File: src/rtl/alu_console_pkg.sv
// Shared types and constants for the ALU bring-up console: FSM states, the
// one-hot LEDR state map, key indices and the 7-segment encodings.
package alu_console_pkg;

  typedef enum logic [2:0] {
    ST_LOAD_A  = 3'd0,
    ST_LOAD_B  = 3'd1,
    ST_LOAD_OP = 3'd2,
    ST_EXEC    = 3'd3,
    ST_SHOW    = 3'd4,
    ST_ERR     = 3'd5
  } state_e;

  // Bit positions within the raw key_n bus.
  localparam int KEY_ENTER = 0;
  localparam int KEY_NEXT  = 1;
  localparam int KEY_CLEAR = 2;
  localparam int NUM_KEYS  = 3;

  // One-hot state map shown on LEDR[9:4].
  localparam logic [5:0] LED_LOAD_A  = 6'b000001;
  localparam logic [5:0] LED_LOAD_B  = 6'b000010;
  localparam logic [5:0] LED_LOAD_OP = 6'b000100;
  localparam logic [5:0] LED_EXEC    = 6'b001000;
  localparam logic [5:0] LED_SHOW    = 6'b010000;
  localparam logic [5:0] LED_ERR     = 6'b100000;

  // Active-low segments, bit 0 = a ... bit 6 = g.
  localparam logic [6:0] SEG_TAG_A = 7'h08;
  localparam logic [6:0] SEG_TAG_B = 7'h03;
  localparam logic [6:0] SEG_TAG_O = 7'h23;
  localparam logic [6:0] SEG_TAG_R = 7'h2F;
  localparam logic [6:0] SEG_TAG_E = 7'h06;
  localparam logic [6:0] SEG_DASH  = 7'h3F;
  localparam logic [6:0] SEG_BLANK = 7'h7F;

  function automatic logic [5:0] state_led(input state_e s);
    logic [5:0] led;
    led = 6'b000000;
    case (s)
      ST_LOAD_A:  led = LED_LOAD_A;
      ST_LOAD_B:  led = LED_LOAD_B;
      ST_LOAD_OP: led = LED_LOAD_OP;
      ST_EXEC:    led = LED_EXEC;
      ST_SHOW:    led = LED_SHOW;
      ST_ERR:     led = LED_ERR;
      default:    led = 6'b000000;
    endcase
    return led;
  endfunction

  function automatic logic [6:0] state_tag(input state_e s);
    logic [6:0] seg;
    seg = SEG_BLANK;
    case (s)
      ST_LOAD_A:  seg = SEG_TAG_A;
      ST_LOAD_B:  seg = SEG_TAG_B;
      ST_LOAD_OP: seg = SEG_TAG_O;
      ST_EXEC:    seg = SEG_DASH;
      ST_SHOW:    seg = SEG_TAG_R;
      ST_ERR:     seg = SEG_TAG_E;
      default:    seg = SEG_BLANK;
    endcase
    return seg;
  endfunction

  function automatic logic [6:0] hex_seg(input logic [3:0] n);
    logic [6:0] seg;
    seg = SEG_BLANK;
    case (n)
      4'h0: seg = 7'h40;
      4'h1: seg = 7'h79;
      4'h2: seg = 7'h24;
      4'h3: seg = 7'h30;
      4'h4: seg = 7'h19;
      4'h5: seg = 7'h12;
      4'h6: seg = 7'h02;
      4'h7: seg = 7'h78;
      4'h8: seg = 7'h00;
      4'h9: seg = 7'h10;
      4'hA: seg = 7'h08;
      4'hB: seg = 7'h03;
      4'hC: seg = 7'h46;
      4'hD: seg = 7'h21;
      4'hE: seg = 7'h06;
      4'hF: seg = 7'h0E;
      default: seg = SEG_BLANK;
    endcase
    return seg;
  endfunction

endpackage

File: src/rtl/alu_console_key_debounce.sv
// Pushbutton conditioner: 2-flop synchroniser, stability down-counter and a
// one-cycle press pulse when the accepted level falls. Releases are debounced
// the same way but produce no pulse, so a held key yields a single press.
module alu_console_key_debounce #(
  parameter int DEBOUNCE_CYC = 500000
) (
  input  logic clk_i,
  input  logic rst_n_i,
  input  logic key_n_i,
  output logic press_o
);

  localparam int CNT_W = $clog2(DEBOUNCE_CYC + 1);
  localparam logic [CNT_W-1:0] CNT_LOAD = CNT_W'(DEBOUNCE_CYC);

  logic             sync1_q, sync2_q;
  logic             stable_q, stable_d;
  logic             press_q, press_d;
  logic [CNT_W-1:0] cnt_q, cnt_d;

  // Synchroniser; resets to the released (high) level so power-up is not a press.
  always_ff @(posedge clk_i or negedge rst_n_i) begin
    if (!rst_n_i) begin
      sync1_q <= 1'b1;
      sync2_q <= 1'b1;
    end else begin
      sync1_q <= key_n_i;
      sync2_q <= sync1_q;
    end
  end

  // Count down while the synchronised level differs from the accepted one; accept at terminal count.
  always_comb begin
    stable_d = stable_q;
    press_d  = 1'b0;
    cnt_d    = CNT_LOAD;
    if (sync2_q != stable_q) begin
      if (cnt_q == '0) begin
        stable_d = sync2_q;
        press_d  = ~sync2_q;
      end else begin
        cnt_d = cnt_q - 1'b1;
      end
    end
  end

  // Accepted level, counter and press pulse registers.
  always_ff @(posedge clk_i or negedge rst_n_i) begin
    if (!rst_n_i) begin
      stable_q <= 1'b1;
      press_q  <= 1'b0;
      cnt_q    <= CNT_LOAD;
    end else begin
      stable_q <= stable_d;
      press_q  <= press_d;
      cnt_q    <= cnt_d;
    end
  end

  assign press_o = press_q;

endmodule

File: src/rtl/alu_console.sv
// Operator front-end for ALU bring-up: gathers A, B and opcode from the
// switches, runs one start/done transaction with timeout and shows the
// fields, result or error on the seven-segment displays.
//
//   state      | meaning
//   -----------+---------------------------------------------------------
//   LOAD_A     | ENTER shifts SW[7:0] into A; NEXT -> LOAD_B
//   LOAD_B     | ENTER shifts SW[7:0] into B; NEXT -> LOAD_OP
//   LOAD_OP    | ENTER loads opcode; NEXT -> EXEC with alu_start pulse
//   EXEC       | keys ignored; done -> SHOW, timer expiry -> ERR
//   SHOW       | result and flags latched; NEXT -> LOAD_A for a re-run
//   ERR        | ALU timed out; NEXT -> LOAD_A for a re-run
module alu_console
  import alu_console_pkg::*;
#(
  parameter int DATA_W       = 8,
  parameter int OP_W         = 4,
  parameter int DEBOUNCE_CYC = 500000,
  parameter int TIMEOUT_CYC  = 1024
) (
  input  logic              CLOCK_50,
  input  logic              resetn,
  input  logic [9:0]        SW,
  input  logic [2:0]        key_n,
  output logic [DATA_W-1:0] alu_a,
  output logic [DATA_W-1:0] alu_b,
  output logic [OP_W-1:0]   alu_op,
  output logic              alu_start,
  input  logic              alu_done,
  input  logic [DATA_W-1:0] alu_result,
  input  logic [3:0]        alu_flags,
  output logic [41:0]       hex,
  output logic [9:0]        LEDR
);

  localparam int TMO_W = $clog2(TIMEOUT_CYC + 1);
  // Loaded with TIMEOUT_CYC-1 so the terminal count lands in the last cycle a done may arrive.
  localparam logic [TMO_W-1:0] TMO_LOAD = TMO_W'(TIMEOUT_CYC - 1);

  logic [NUM_KEYS-1:0] press;
  logic                unused_sw;

  state_e              state_q, state_d;
  logic [DATA_W-1:0]   a_q, a_d;
  logic [DATA_W-1:0]   b_q, b_d;
  logic [OP_W-1:0]     op_q, op_d;
  logic [DATA_W-1:0]   res_q, res_d;
  logic [3:0]          flags_q, flags_d;
  logic                start_q, start_d;
  logic [TMO_W-1:0]    tmo_q, tmo_d;
  logic [DATA_W+7:0]   shift_a, shift_b;
  logic [DATA_W-1:0]   field;
  logic                show_digits;

  assign unused_sw = ^SW[9:8];

  for (genvar k = 0; k < NUM_KEYS; k++) begin : g_key
    alu_console_key_debounce #(
      .DEBOUNCE_CYC(DEBOUNCE_CYC)
    ) u_key (
      .clk_i  (CLOCK_50),
      .rst_n_i(resetn),
      .key_n_i(key_n[k]),
      .press_o(press[k])
    );
  end

  assign shift_a = {a_q, SW[7:0]};
  assign shift_b = {b_q, SW[7:0]};

  // Next-state logic: EXEC owns the handshake, otherwise keys by priority CLEAR > NEXT > ENTER.
  always_comb begin
    state_d = state_q;
    a_d     = a_q;
    b_d     = b_q;
    op_d    = op_q;
    res_d   = res_q;
    flags_d = flags_q;
    start_d = 1'b0;
    tmo_d   = tmo_q;
    if (state_q == ST_EXEC) begin
      if (alu_done) begin
        state_d = ST_SHOW;
        res_d   = alu_result;
        flags_d = alu_flags;
      end else if (tmo_q == '0) begin
        state_d = ST_ERR;
      end else begin
        tmo_d = tmo_q - 1'b1;
      end
    end else if (press[KEY_CLEAR]) begin
      state_d = ST_LOAD_A;
      a_d     = '0;
      b_d     = '0;
      op_d    = '0;
      res_d   = '0;
      flags_d = '0;
    end else if (press[KEY_NEXT]) begin
      case (state_q)
        ST_LOAD_A:  state_d = ST_LOAD_B;
        ST_LOAD_B:  state_d = ST_LOAD_OP;
        ST_LOAD_OP: begin
          state_d = ST_EXEC;
          start_d = 1'b1;
          tmo_d   = TMO_LOAD;
        end
        ST_SHOW, ST_ERR: state_d = ST_LOAD_A;
        default: state_d = state_q;
      endcase
    end else if (press[KEY_ENTER]) begin
      case (state_q)
        ST_LOAD_A:  a_d  = shift_a[DATA_W-1:0];
        ST_LOAD_B:  b_d  = shift_b[DATA_W-1:0];
        ST_LOAD_OP: op_d = SW[OP_W-1:0];
        default:    op_d = op_q;
      endcase
    end
  end

  // State, operand and result registers.
  always_ff @(posedge CLOCK_50 or negedge resetn) begin
    if (!resetn) begin
      state_q <= ST_LOAD_A;
      a_q     <= '0;
      b_q     <= '0;
      op_q    <= '0;
      res_q   <= '0;
      flags_q <= '0;
      start_q <= 1'b0;
      tmo_q   <= '0;
    end else begin
      state_q <= state_d;
      a_q     <= a_d;
      b_q     <= b_d;
      op_q    <= op_d;
      res_q   <= res_d;
      flags_q <= flags_d;
      start_q <= start_d;
      tmo_q   <= tmo_d;
    end
  end

  assign alu_a     = a_q;
  assign alu_b     = b_q;
  assign alu_op    = op_q;
  assign alu_start = start_q;
  assign LEDR      = {state_led(state_q), flags_q};

  // Display decode from the registered state: tag on HEX5, active field on the low digits.
  always_comb begin
    field       = '0;
    show_digits = 1'b1;
    case (state_q)
      ST_LOAD_A:  field = a_q;
      ST_LOAD_B:  field = b_q;
      ST_LOAD_OP: field[OP_W-1:0] = op_q;
      ST_SHOW:    field = res_q;
      default:    show_digits = 1'b0;
    endcase
    hex        = {6{SEG_BLANK}};
    hex[41:35] = state_tag(state_q);
    if (state_q == ST_ERR) begin
      hex[34:28] = SEG_TAG_R;
    end
    if (show_digits) begin
      for (int i = 0; i < DATA_W / 4; i++) begin
        hex[7*i +: 7] = hex_seg(field[4*i +: 4]);
      end
    end
  end

endmodule

File: config.mk
export PLATFORM = sky130hd
export DESIGN_NAME = alu_console
export DESIGN_NICKNAME = d
export VERILOG_FILES = /design/src/rtl/alu_console_pkg.sv /design/src/rtl/alu_console_key_debounce.sv /design/src/rtl/alu_console.sv
export SDC_FILE = /design/constraint.sdc
export NUM_CORES = 1
export LEC_CHECK = 0
export BUFFER_PORTS_ARGS = -buffer_cell sky130_fd_sc_hd__buf_2
export CORE_MARGIN = 3
export CORE_UTILIZATION = 55
export DETAILED_ROUTE_END_ITERATION = 10
export PLACE_DENSITY = 0.77
export SETUP_SLACK_MARGIN = 0.2
export SLEW_MARGIN = 10
export SYNTH_ARGS = -nofsm -noshare
export SYNTH_HDL_FRONTEND = slang
export SYNTH_HIERARCHICAL = 1
export SYNTH_SLANG_ARGS = --single-unit
export TNS_END_PERCENT = 50
File: constraint.sdc
create_clock -name CLOCK_50 -period 7.49 [get_ports CLOCK_50]
set_input_delay 1.8725 -clock CLOCK_50 [delete_from_list [all_inputs] [get_ports CLOCK_50]]
set_output_delay 1.8725 -clock CLOCK_50 [all_outputs]
set_load 0.005 [all_outputs]
== After elaboration in Yosys (flattened, before gate mapping) ==
Memory sizes are Yosys's and may differ from the RTL's.
Cells that the tools add are included.
Word-level totals
  bits in read-only memories: 224
  word-level logic and storage cells: 125
  memories: 2
  register bits: 116
  output and inout port bits: 73
Operators by class
  equality and inequality tests: 14
  reductions and logical operators: 25
  muxes and demuxes: 53
  bitwise operators: 4
  add/subtract/negate cells: 4
Memory list
  (no name shown): words 16, bits a word 7, rd ports 1, clocked after Yosys merged registers in 0, write ports 0, RTL line alu_console_pkg.sv:70  | case (n)
  (no name shown): words 16, bits a word 7, rd ports 1, clocked after Yosys merged registers in 0, write ports 0, RTL line alu_console_pkg.sv:70
Operator list (count)
  19-bit two-way mux: 6
  8-bit two-way mux: 11
  11-bit two-way mux: 6
  19-bit logical NOT: 3
  19-bit by 1-bit subtractor with 19-bit output, second input constant: 3
  7-bit one-hot mux with 6 select lines: 1
  6-bit one-hot mux with 6 select lines: 1
  4-bit two-way mux: 7
  4-bit one-hot mux with 4 select lines: 1
  3-bit two-way mux: 5
  14-bit two-way mux: 1
  2-bit nonzero test: 7
  3-bit one-hot mux with 4 select lines: 1
  4-bit one-hot mux with 3 select lines: 1
  4-bit AND reduction: 3
  11-bit logical NOT: 1
  1-bit two-way mux: 11
  11-bit by 1-bit subtractor with 11-bit output, second input constant: 1
  2-bit inequality test, second input constant: 4
  2-bit AND reduction: 4
  7-bit two-way mux: 1
  3-bit by 2-bit equality test with 1-bit output, second input constant: 2
  3-bit equality test, second input constant: 2
  6-bit nonzero test: 1
  other kinds (11): 16

== Logic depth before layout (Yosys ltp) ==
Gate-level depths: netlist (run 1).
  depth in word-level cells: 6
  mapped depth: 10
  depth with buffers taken out: 9

== Modules after synthesis ==
Netlist (run 1), hierarchy kept.
By module, submodules not included
  alu_console: sequential area each 1176.1 µm², cells an instance 329, times used 1, area an instance 3226.8 µm²
  alu_console_key_debounce (g_key[1].u_key ...): sequential area each 588.1 µm², cells an instance 104, times used 2, area an instance 1161.1 µm²
  alu_console_key_debounce (g_key[0].u_key): sequential area each 588.1 µm², cells an instance 97, times used 1, area an instance 1123.6 µm²

== Least setup slack after synthesis (run 1) ==
OpenSTA, ideal clock, no wires.
  path type: register -> output
  start point: register state_q[1]
  end point: output hex[1]
  path slack: 3.636 ns
  cell stages (with the launch flop): 10
  buffers on the path: 2
  arrival time: 1.981 ns
  cells stage by stage: dfrtp_1 buf_2 buf_2 nand3b_1 o21ai_0 a22oi_1 inv_1 ha_1 mux2_2 o21ai_1
On the way
  longest elaborated chain between the ends: 4
  elaborated cells on any way between the ends: 9
  classes of those cells: eq/ne: 3; mux: 3; reduce/logical: 2; memory: 1
RTL lines
  start: declaration: RTL line alu_console.sv:43  | state_e state_q, state_d;
  start signal: assignment: RTL line alu_console.sv:132  | state_q <= state_d;
  3-bit equality test, or another cell as far along: RTL line alu_console.sv:153  | case (state_q)
  4-bit one-hot mux with 4 select lines or 4-bit OR reduction (tied branches)
  memory 16 x 7 bit or 1-bit two-way mux (tied branches)
  14-bit two-way mux *: RTL line alu_console.sv:165  | if (show_digits) begin
  end: declaration: RTL line alu_console.sv:32  | output logic [41:0] hex,
Every way passes the cells marked *; elsewhere a longest branch is shown, timed or not.

== Final worst setup path (run 1) ==
  start point: register state_q[0]
  end point: output hex[1]
The elaborated chain is that of the path after synthesis.

==> results of run 1 <==
[placed cells by master, fill, tap and decap left out, types with 8 or more instances in the layout]
master and count:
sky130_fd_sc_hd__nand2_1 48, sky130_fd_sc_hd__conb_1 19, sky130_fd_sc_hd__clkbuf_16 17, sky130_fd_sc_hd__nor2b_1 10, sky130_fd_sc_hd__o21ai_1 9, sky130_fd_sc_hd__nor4_1 8, sky130_fd_sc_hd__dfrtp_1 86, sky130_fd_sc_hd__nand2b_1 8
sky130_fd_sc_hd__xor2_1 27, sky130_fd_sc_hd__a21oi_1 23, sky130_fd_sc_hd__nor2_1 64, sky130_fd_sc_hd__nor3_1 13, sky130_fd_sc_hd__mux2_2 23, sky130_fd_sc_hd__nand3_1 17, sky130_fd_sc_hd__or3_1 8, sky130_fd_sc_hd__ha_1 20
sky130_fd_sc_hd__xnor2_1 15, sky130_fd_sc_hd__nor4_4 8, sky130_fd_sc_hd__o21ai_0 16, sky130_fd_sc_hd__buf_2 78, sky130_fd_sc_hd__a22o_1 15, sky130_fd_sc_hd__mux2i_1 11, sky130_fd_sc_hd__dfstp_2 30, sky130_fd_sc_hd__inv_1 20
[where the power goes]
group	switching, uW	internal [uW]	total (uW)
logic	83.8	60.8	145
clock network	274	606	881
registers	41.1	658	699
total	399	1320	1720
[cell type report]
cell class                      instances  area (um^2)
Tap cell                              143          179
Clock inverter                          8          145
Sequential cell                       116         2940
Inverter                               20         75.1
Clock buffer                           23          508
Fill cell                             878         3920
Multi-Input combinational cell        474         3430
Timing Repair Buffer                   81          413
[metal layers]
| metal | vias up | wire length, um |
|---|---|---|
| met4 | 0 | 296 |
| met3 | 25 | 785 |
| met2 | 165 | 6740 |
| met5 | - | 0 |
| met1 | 2475 | 6250 |
| li1 | 2386 | - |
[flip-flops by register name, summed over array words and instances, names as in the netlist]
signal	flops
alu_a	8
alu_b	8
alu_op	4
alu_start	1
flags_q	4
g_key.u_key/cnt_q	57
g_key.u_key/press_o	3
g_key.u_key/stable_q	3
g_key.u_key/sync1_q	3
g_key.u_key/sync2_q	3
res_q	8
state_q	3
tmo_q	11
[worst max path at each step]
stage	from	to	slack [ps]	depth (start not counted)
detailed placement	state_q[0]	hex[1]	2680	9
global placement	state_q[0]	hex[1]	2750	9
global route	state_q[0]	hex[1]	1930	9
CTS	state_q[0]	hex[1]	2210	9
finish	state_q[0]	hex[1]	2180	9
floorplan	state_q[1]	hex[1]	3640	9
[stage by stage]
stage | setup slack (ps) | total power, uW | utilization [%] | hold slack [ps] | area, um^2
final | 2180 | 1720 | 66.2 | 354 | 7690
after global routing | 1930 | 1800 | 66.2 | 361 | 7690
after floorplan | 3640 | 818 | - | 345 | 6740
after CTS | 2210 | 1740 | 66.2 | 355 | 7690
after detailed placement | 2680 | 851 | 60.6 | 348 | 7040
after global placement | 2750 | 846 | 60.6 | 346 | 7040
[cells by family after synthesis]
logic type      share of synthesized area (%)
fa+ha+maj                                3.75
other cells                            0.0562
mux                                      6.32
buf+inv                                  5.55
simple gates                             23.3
xor+xnor                                 5.51
flops                                    44.1
compound gates                           11.4
==> summary.md, run 1 <==
After the last flow step, the layout net total stands at 758. The remaining routing DRC violations was 0. The tools report the cell at the root of the clock tree as sky130_fd_sc_hd__clkbuf_16. Global routing used 5.23% of the available met3 tracks.

The initial antenna violation count came out at 0. The startpoint identified for the worst hold timing path is g_key[0].u_key/sync1_q. Final critical-path share of the clock period: 70.8%. Counting the buffers created by CTS gives 17. For the worst setup path, the data arrival time is 3430 ps. After synthesis, the netlist uses 80 different library cells. After synthesis, the mean cell area works out to 10.5 um^2.

The max-cap check violation count was 0; the final critical-path required period was 5310 ps. In this run the worst path has a maximum fanout of 17. After clock tree synthesis, the flow added hold-fix buffers numbering 0.

Global routing used 34.5% of the available met2 tracks. Netlist area before placement: 0.00667 mm^2. Area of the die: 0.0135 mm^2. Flip-flop cell with the highest count after synthesis: sky130_fd_sc_hd__dfrtp_1.

Setup violations remaining at the end of the flow were counted as 0. Cell with the largest stage delay on the worst path: sky130_fd_sc_hd__dfrtp_1. The area share of the largest cell type after synthesis is 32.3%. The repair_antennas step left the layout with diodes totalling 0.

The fraction of layout instances using a drive strength above 1 works out to 28.9%. The kind of cell with the highest combined delay along the critical path is compound AO/OA/AOI/OAI gates. Power per unit of standard cell area: 224 mW/mm^2.

The tools report the source-to-sink clock delay at the later pin of the worst-skew pair as 410 ps. The logs give 101 for the number of ports placed on the die boundary and 2 for the deepest clock path buffer count. The run finished with clean final reports. Average vias per placed instance: 5.84. Global routing used 28.2% of the available met1 tracks. The number of slew-limit violations in the final report is 0, and the post-synthesis async set-or-reset flop share is 100%. At the pin with the least slew margin, the transition time is 1150 ps. STA puts the critical path data required time at 5620 ps. The buffer count from post-CTS setup fixing was 0; the count of placed standard cells in the final layout, fillers left out was 865. During synthesis, Yosys emitted a total of 6 warnings. In the final routed layout, each cell accounts on average for 16.3 um.

The biggest area contributor in the post-synthesis netlist is sky130_fd_sc_hd__dfrtp_1. The total of buffers placed on input and output ports was 79; the cell depth of the worst flop-to-flop path was 7. Counting both buffers and inverters, the worst setup path holds a total of 3.

The share of the yosys chip area belonging to registers was 44.1%. Global routing used 21.5% of the available tracks across all layers. In this run, synthesis inferred 0 flip-flops with an integrated enable. The setup path with the least slack is of type flip-flop to output port.

Synthesis produced a netlist whose cell count is 634. The starting density of the core came out at 57.5%. STA classifies the critical path startpoint as a flip-flop.

TritonCTS built the clock tree. The clock-pin transition on the worst setup and hold timing paths is 50 ps. The tools report the hold violation count in the final report as 0. Summed over all layers, the global routing overflow is 0. The worst hold path was traced through 0 stages.

Yosys instantiated no cell more often than sky130_fd_sc_hd__dfrtp_1. The detail route stage leaves a number of antenna-violating nets equal to 0. The count of state elements after synthesis was 116; the upper clock frequency limit was 0.188 GHz. Via count of the first global-routing pass: 4,728. The tools report the overall routed net length as 14,100 um.

Relative slew slack: 23.3%. The maximum vdd drop is 0.167 mV. The congestion estimate from routability-driven global placement came to 0.937.

The maximum single-stage delay on the critical path was 700 ps; the violation count after the first detailed-route iteration was 416. The total area inside the core boundary comes to 0.0116 mm^2. Across the routed clock network, the largest skew measured is 8.64 ps.

In this run the vertical extent of the chip is 116 um. The commonest cells after synthesis are sky130_fd_sc_hd__dfrtp_1, sky130_fd_sc_hd__nor2_1, sky130_fd_sc_hd__nand2_1, sky130_fd_sc_hd__dfstp_2, sky130_fd_sc_hd__xor2_1. In this run the critical register-to-register path is captured at state_q[0].

Detailed placement finished with a half-perimeter wire length of 9690 um. The cell leakage power came out at 0.00338 uW. Compared with the post-synthesis result, the final layout area differs by 15.2%. The tools report the end point of the most critical hold path as g_key[0].u_key/sync2_q. In this run the horizontal extent of the chip is 116 um. Sorting the synthesized cells by area gives the leading types as sky130_fd_sc_hd__dfrtp_1, sky130_fd_sc_hd__dfstp_2, sky130_fd_sc_hd__mux2_2.

Setup repair after global routing left no endpoint under its margin. The run gives 116 as the clock net sink count. Walking the worst path, the cells encountered are buf_4, mux2i_1, o21ai_0, a22oi_1, inv_1, ha_1, mux2_2, o21ai_1, buf_2. For the row count, the log shows 39. The tools report the type of destination of the critical path as an output port. The slack of the worst reg-to-reg path is 4130 ps, and the number of vias after detailed routing is 5,051.

The run gives 61 as the largest net degree at the start of global routing. For the number of placed instances, taps included, the log shows 834. The worst min-delay path class is flip-flop to flip-flop. Reg-to-reg startpoint: state_q[2]. For the final routed database, the setup TNS stands at 0 ps. The tools report the number of detailed-route iterations in the first pass as 5. The number of levels the H-tree was split into is 4, and the post-cts sizing count is 0.

The first global-routing pass estimated 22,900 um of wire. The layer flagged by global routing as most heavily used is met2.
(Power assumes the default switching activity.)
==> run 2, diff against run 1 <==
ABC_AREA = 1   (was not set)
clock period = 5.4 ns   (was 7.49 ns; I/O delays follow)
==> run 2 against run 1 <==
Routed wire length rose by 13%. Largest power group unchanged. Critical path depth rose by 4. Non-clock buffer count did not move. Highest routed layer unchanged.
==> summary.md, run 2 <==
Setup violations remaining at the end of the flow were counted as 0. For the worst setup path, the data required time is 4050 ps. For this design the ratio of total power to cell area is 284 mW/mm^2. The logs give 39 for the post-synthesis cell type count and 0 for the max-cap check violation count. For the number of ports placed on the die boundary, the log shows 101. The via count of the first global-routing pass came out at 5,630. Among all flip-flop cells after synthesis, the most frequent one is sky130_fd_sc_hd__dfrtp_1. The library cell used most frequently in the layout, excluding fill and tap cells, is sky130_fd_sc_hd__nand2_1.

For this design, the sink count on the clock tree is 116. The kind of start point of the critical path was a flip-flop. The largest area contributor in the synthesized netlist was sky130_fd_sc_hd__dfrtp_1. Among all stages on the critical path, the largest delay is contributed by sky130_fd_sc_hd__dfrtp_1.

The half-perimeter wire length of the detailed placement result is 11,400 um, and the gate count after technology mapping is 959. The flip-flop count of the largest register, all copies and words added is 57, and the floorplan die height is 121 um. The clock reaches the later pin of the worst-skew pair after 410 ps.

The first global-routing pass estimated 26,700 um of wire. In the synthesized netlist, the cells that appear most often are sky130_fd_sc_hd__nand2_1, sky130_fd_sc_hd__nor2_1, sky130_fd_sc_hd__inv_1, sky130_fd_sc_hd__dfrtp_1, sky130_fd_sc_hd__nand3_1. The floorplan step set the die width to 121 um. The most common cell in the synthesized netlist is sky130_fd_sc_hd__nand2_1. In this design, the critical path's most frequently occurring cell is sky130_fd_sc_hd__nand2_1. Adding up every negative setup slack in the final design gives 0 ps. The largest registers in the layout are g_key.u_key/cnt_q x57, tmo_q x11. In this run the worst path has a maximum fanout of 12. The number of setup buffers added after CTS is 0.

The run finished with clean final reports. For this configuration, the core starts out at a cell density of 56.8%. Global routing consumed, over all layers together, 22.6% of the routing resources. More flip-flops sit in one register than any other, and that register is g_key.u_key/cnt_q. The global-route met2 utilization was 37.1%. Cell leakage power: 0.00418 uW. The type of the setup path with the least slack was flip-flop to output port. TritonCTS built the clock tree.

The worst hold path belongs to the class flip-flop to flip-flop. The number of enable flip-flop cells after synthesis works out to 0. In the routed layout, each cell is associated on average with a via count of 5.03. The number of nets with antenna violations after detailed routing was 0; the critical path buffer and inverter count was 5. The run gives 1090 ps as the final worst slack.

The remaining routing DRC violations came out at 0. The cell at the root of the clock tree was sky130_fd_sc_hd__clkbuf_16. Deepest clock path buffer count: 2. The net count of the finished layout is 1,090. The largest net degree at the start of global routing is 54, and the number of detailed-route iterations in the first pass is 5.

The post-route netlist has 23.3% of its cells at a drive strength greater than 1. The average wire per standard cell works out to 13.0 um. The mean cell area of the mapped netlist was 7.57 um^2. Global routing consumed, on the met1 layer, 30.2% of the routing resources. Ranked by total cell area, the synthesized netlist is headed by sky130_fd_sc_hd__dfrtp_1, sky130_fd_sc_hd__nand2_1, sky130_fd_sc_hd__dfstp_2.

The H-tree was split into 4 levels. Routability congestion estimate from global placement: 0.910. After detailed routing, the total wire length is 15,900 um. In the global route stage, met3 resource usage came out at 5.08%.

The synthesized design contains 116 register bits. On the final layout, the worst clock skew is 7.34 ps. The type of destination of the critical path is an output port. In the finished design, the share of the clock period the worst path needs comes to 79.7%. After clock tree synthesis, the clock-pin slew on the worst setup and hold paths is 60 ps. Counting the buffers created by CTS gives 17. In this run, the number of DRC markers left after iteration 0 of detailed routing was 432.

Final critical-path required period: 4310 ps. Sequential cells were found to cover 40.5% of the synthesized design area. The routed layout has 6,169 vias. The hold violation count in the final report is 0.

In this run the biggest area consumer among cell types represents 29.7% of the synthesized area. Timing would allow up to 0.232 GHz. For the maximum vdd drop, the log shows 0.236 mV. The actual transition at the worst max-transition pin was 823 ps. The tools report the initial antenna violation count as 0. The number of slew-limit violations in the final report is 0, and the relative slew slack is 45.2%. Signed area change from the synthesized netlist to the final layout: 14.0%. In the layout the commonest cells are sky130_fd_sc_hd__nand2_1, sky130_fd_sc_hd__nor2_1, sky130_fd_sc_hd__inv_1, sky130_fd_sc_hd__dfrtp_1, sky130_fd_sc_hd__buf_2. After synthesis, the share of flip-flops with an asynchronous set or reset is 100%.

The tools report the worst setup slack after placement as 1550 ps. The floorplan step defined a die boundary enclosing 0.0146 mm^2. The total global routing overflow was 0; the row count was 41. Walking the worst path, the cells encountered are inv_2, nand2_4, inv_4, nand2_1, nand2_1, nor2_2, inv_1, ha_1, inv_1, nand2_1, nand3_1, nand3_1, buf_2. The largest single stage delay on the critical path is 880 ps. The area of the core was 0.0128 mm^2; the total of buffers placed on input and output ports was 79.

The highest-utilization routing layer at the global route stage is met2. Post-CTS repair changed the size of 0 cells. During synthesis, Yosys emitted a total of 6 warnings. The tools report the count of antenna diodes in the layout as 0. Summing every instance area after synthesis gives 0.00726 mm^2. For the worst setup path, the data arrival time is 2960 ps. Setup repair after global routing left no endpoint under its margin.

The cell family contributing the most delay on the critical path is flip-flops. In this run, post-CTS hold repair placed 0 buffers.
[run 2: area by class of cell]
class,count,area (um^2)
Clock buffer,21,480
Multi-Input combinational cell,714,3650
Tap cell,172,215
Sequential cell,116,2940
Timing Repair Buffer,81,413
Fill cell,1092,4500
Inverter,112,425
Clock inverter,11,149
[run 2: through the flow]
| step | instances | utilization, % | hold slack (ps) | instance area, um^2 | total power [uW] |
|---|---|---|---|---|---|
| floorplan | 977 | - | 345 | 7320 | 1130 |
| global route | 1227 | 64.8 | 363 | 8270 | 2440 |
| detailed placement | 1195 | 59.8 | 349 | 7640 | 1180 |
| finish | 1227 | 64.8 | 356 | 8270 | 2350 |
| CTS | 1227 | 64.8 | 358 | 8270 | 2360 |
| global placement | 1195 | 59.8 | 347 | 7640 | 1180 |
[run 2: worst paths after layout]
path,endpoint,startpoint,slack (ps),depth (start not counted)
worst max-delay path,hex[3],state_q[2],1090,13
worst min-delay path,g_key[0].u_key/sync2_q,g_key[0].u_key/sync1_q,360,0
worst max register to register,tmo_q[3],state_q[2],2830,8
worst min register to register,g_key[0].u_key/sync2_q,g_key[0].u_key/sync1_q,360,0
max in group asynchronous,g_key[1].u_key/cnt_q[15],resetn,3460,2
min in group asynchronous,tmo_q[6],resetn,980,1
[run 2: logic make-up after synthesis]
kind of cell               synth area share, %
DFF                                       40.5
AOI/OAI and AO/OA                         6.40
xor gates and xnor gates                  3.38
and+or+nand+nor                           36.1
buffers and inverters                     10.1
adders and majority gates                 3.45
other                                   0.0517
[run 2: report_power, final]
group	internal [uW]	total, uW	switching [uW]
Clock	775	1170	396
Combinational	73.9	231	157
Sequential	912	944	31.7
[run 2: layer usage]
metal,vias up,wire (um)
li1,3121,-
met1,2844,7160
met2,174,7610
met3,30,886
met4,0,254
met5,-,0
==> run 3, diff against run 2 <==
ABC_AREA = 0   (was 1)
clock period = 4.2 ns   (was 5.4 ns; I/O delays follow)
==> run 3 against run 2 <==
First-iteration DRC count shrank 16%. Worst setup slack got worse by 710 ps. Count of clock-buffer cells in the layout rose by 1. Combinational power increased by 13%. Register-to-register slack lost 1300 ps. Highest routed layer unchanged. Critical path type unchanged. Sequential power increased by 32%. Cell count is 29% lower. Largest power group unchanged. Via count down 18%.
==> summary.md, run 3 (synthesis gave the netlist of run 1 again) <==
The run finished with clean final reports. The routed design has 14,600 um of wire. Cells with a size suffix above 1 make up 29.8% of the layout. The actual transition at the worst max-transition pin is 892 ps. TritonCTS created 17 clock buffers.

The worst setup path is captured at an output port. Number of levels the H-tree was split into: 4. Floorplan die height: 116 um. The type of the setup path with the least slack was flip-flop to output port.

The average wire per standard cell works out to 16.7 um. In this run the clock root is driven by a sky130_fd_sc_hd__clkbuf_16. The die covers 0.0135 mm^2.

The library cells used most frequently in the layout, excluding fill and tap cells, are sky130_fd_sc_hd__dfrtp_1, sky130_fd_sc_hd__buf_2, sky130_fd_sc_hd__nor2_1, sky130_fd_sc_hd__nand2_1, sky130_fd_sc_hd__dfstp_2. The tightest min-delay check is of the flip-flop to flip-flop type. The critical path runs through a total of 8 cells. The largest net degree at the start of global routing is 72, and the relative slew slack is 40.6%.

The cell depth of the worst flop-to-flop path is 8. Buffers placed on the I/O ports in this run total 79. The count of placed standard cells in the final layout, fillers left out is 874, and the row count is 39.

The routed design could run at a clock period as short as 3810 ps. For the worst-skew pair, the clock arrives at the later sink with an insertion delay of 410 ps. The run gives 2950 uW as the total power after layout.

Timing analysis after detailed placement gives a worst setup slack of 696 ps. In this run the horizontal extent of the chip is 116 um. At the end of routability-driven placement, the weighted congestion stood at 0.950. At the end of the flow, the number of nets in the layout was 766. Compared with the post-synthesis result, the final layout area differs by 15.3%. The register with the most flip-flops in the layout has 57 of them. The logs give 4,905 for the via count of the first global-routing pass and 0 for the number of slew-limit violations in the final report. Together, buffers and inverters on the worst path number 3. The upper clock frequency limit is 0.262 GHz, and the number of buffers added to fix hold violations after cts is 0. STA classifies the critical path startpoint as a flip-flop.

After detailed placement, the design holds a cell count of 842. In the routed design, unresolved DRC markers number 0. For the fill cell instance count of the final layout, the log shows 905. Power spread over the standard cell area amounts to 383 mW/mm^2.

The critical path goes through buf_4, nand3b_1, a21oi_1, inv_1, ha_1, mux2i_1, o221ai_1, buf_2. The worst-path maximum fanout was 17; the data required time at the worst endpoint was 3150 ps. Global routing finished with a remaining overflow of 0. The count of nets left with antenna violations once routing finished came out at 0. TritonCTS built the clock tree. The arrival time at the worst endpoint is 2760 ps. After clock tree synthesis, the clock-pin slew on the worst setup and hold paths is 50 ps.

The maximum single-stage delay on the critical path works out to 520 ps. The register name with the most flops is g_key.u_key/cnt_q. The area of the core is 0.0116 mm^2, and the cell leakage power is 0.00339 uW. The tools report the initial antenna violation count as 0.

For the maximum vdd drop, the log shows 0.260 mV. The first global-routing pass estimated 24,200 um of wire. The deepest clock path buffer count is 2.

Gate family responsible for the most delay along the worst path: buffers and inverters. The average vias per placed instance works out to 5.81. The tools report the final worst slack as 385 ps. The library cell used most frequently in the layout, excluding fill and tap cells, is sky130_fd_sc_hd__dfrtp_1.

Setup repair after global routing left no endpoint under its margin. The tools report the number of detailed-route iterations in the first pass as 5. The largest registers in the layout are g_key.u_key/cnt_q x57, tmo_q x11.

The number of stages on the worst hold path was 0; the placed cell area was 0.00710 mm^2. The tools report the max-cap check violation count as 0. The number of ports placed on the die boundary was 101; the final non-filler cell area was 0.00769 mm^2. Once detailed placement completed, the half-perimeter wirelength came to 10,300 um. The hold violation count in the final report came out at 0. The run gives 0 as the number of failing setup endpoints in the final timing report. In the global route stage, overall resource usage came out at 22.5%. Setup TNS: 0 ps. The final critical-path share of the clock period is 90.8%, and the violation count after the first detailed-route iteration is 363.

Among all stages on the critical path, the largest delay is contributed by sky130_fd_sc_hd__dfrtp_2. The tools report the count of antenna diodes in the layout as 0. The clock arrives with 7.21 ps of skew. The tree built by TritonCTS fans out to 116 sinks. The final route contains 5,082 vias.

Once the floorplan was initialized, standard cells occupied 57.5% of the core.
## run 3: through the flow
step	utilization (%)	hold slack (ps)
global route	66.3	362
floorplan	-	345
finish	66.3	355
detailed placement	61.1	347
global placement	61.1	346
CTS	66.2	355
## run 3: worst paths after layout
kind	from	endpoint	slack, ps
worst min-delay path	g_key[0].u_key/sync1_q	g_key[0].u_key/sync2_q	350
min in group asynchronous	resetn	res_q[3]	760
max in group asynchronous	resetn	state_q[1]	2520
worst max-delay path	state_q[0]	hex[11]	390
worst min register to register	g_key[0].u_key/sync1_q	g_key[0].u_key/sync2_q	350
worst max register to register	state_q[2]	state_q[0]	1520
## run 3: power breakdown
part / switching (uW) / internal [uW] / leakage [uW]
logic: 152 / 109 / 0.00166
clock network: 483 / 956 / 0.000290
registers: 77.3 / 1170 / 0.00144
total: 713 / 2240 / 0.00339
## run 3: routing by layer
layer	routed length, um	track usage (%)
met5	0	0
met4	228	7.81
met3	657	4.35
met2	7300	37.9
met1	6400	29.3
## run 3: repair_timing
| item | in CTS | in global routing |
|---|---|---|
| setup buffers | 0 | 0 |
| gates resized for setup | 0 | 3 |
| setup endpoints to repair | 0 | 9 |
## run 3: area by class of cell
type / instances / area [um^2] / area share, %
clock inverter: 10 / 130 / 1.69
multi-input combinational: 474 / 3430 / 44.6
clock buffer: 22 / 464 / 6.03
inverter: 20 / 75.1 / 0.976
sequential: 116 / 2940 / 38.3
tap: 143 / 179 / 2.33
timing repair buffer: 89 / 473 / 6.15
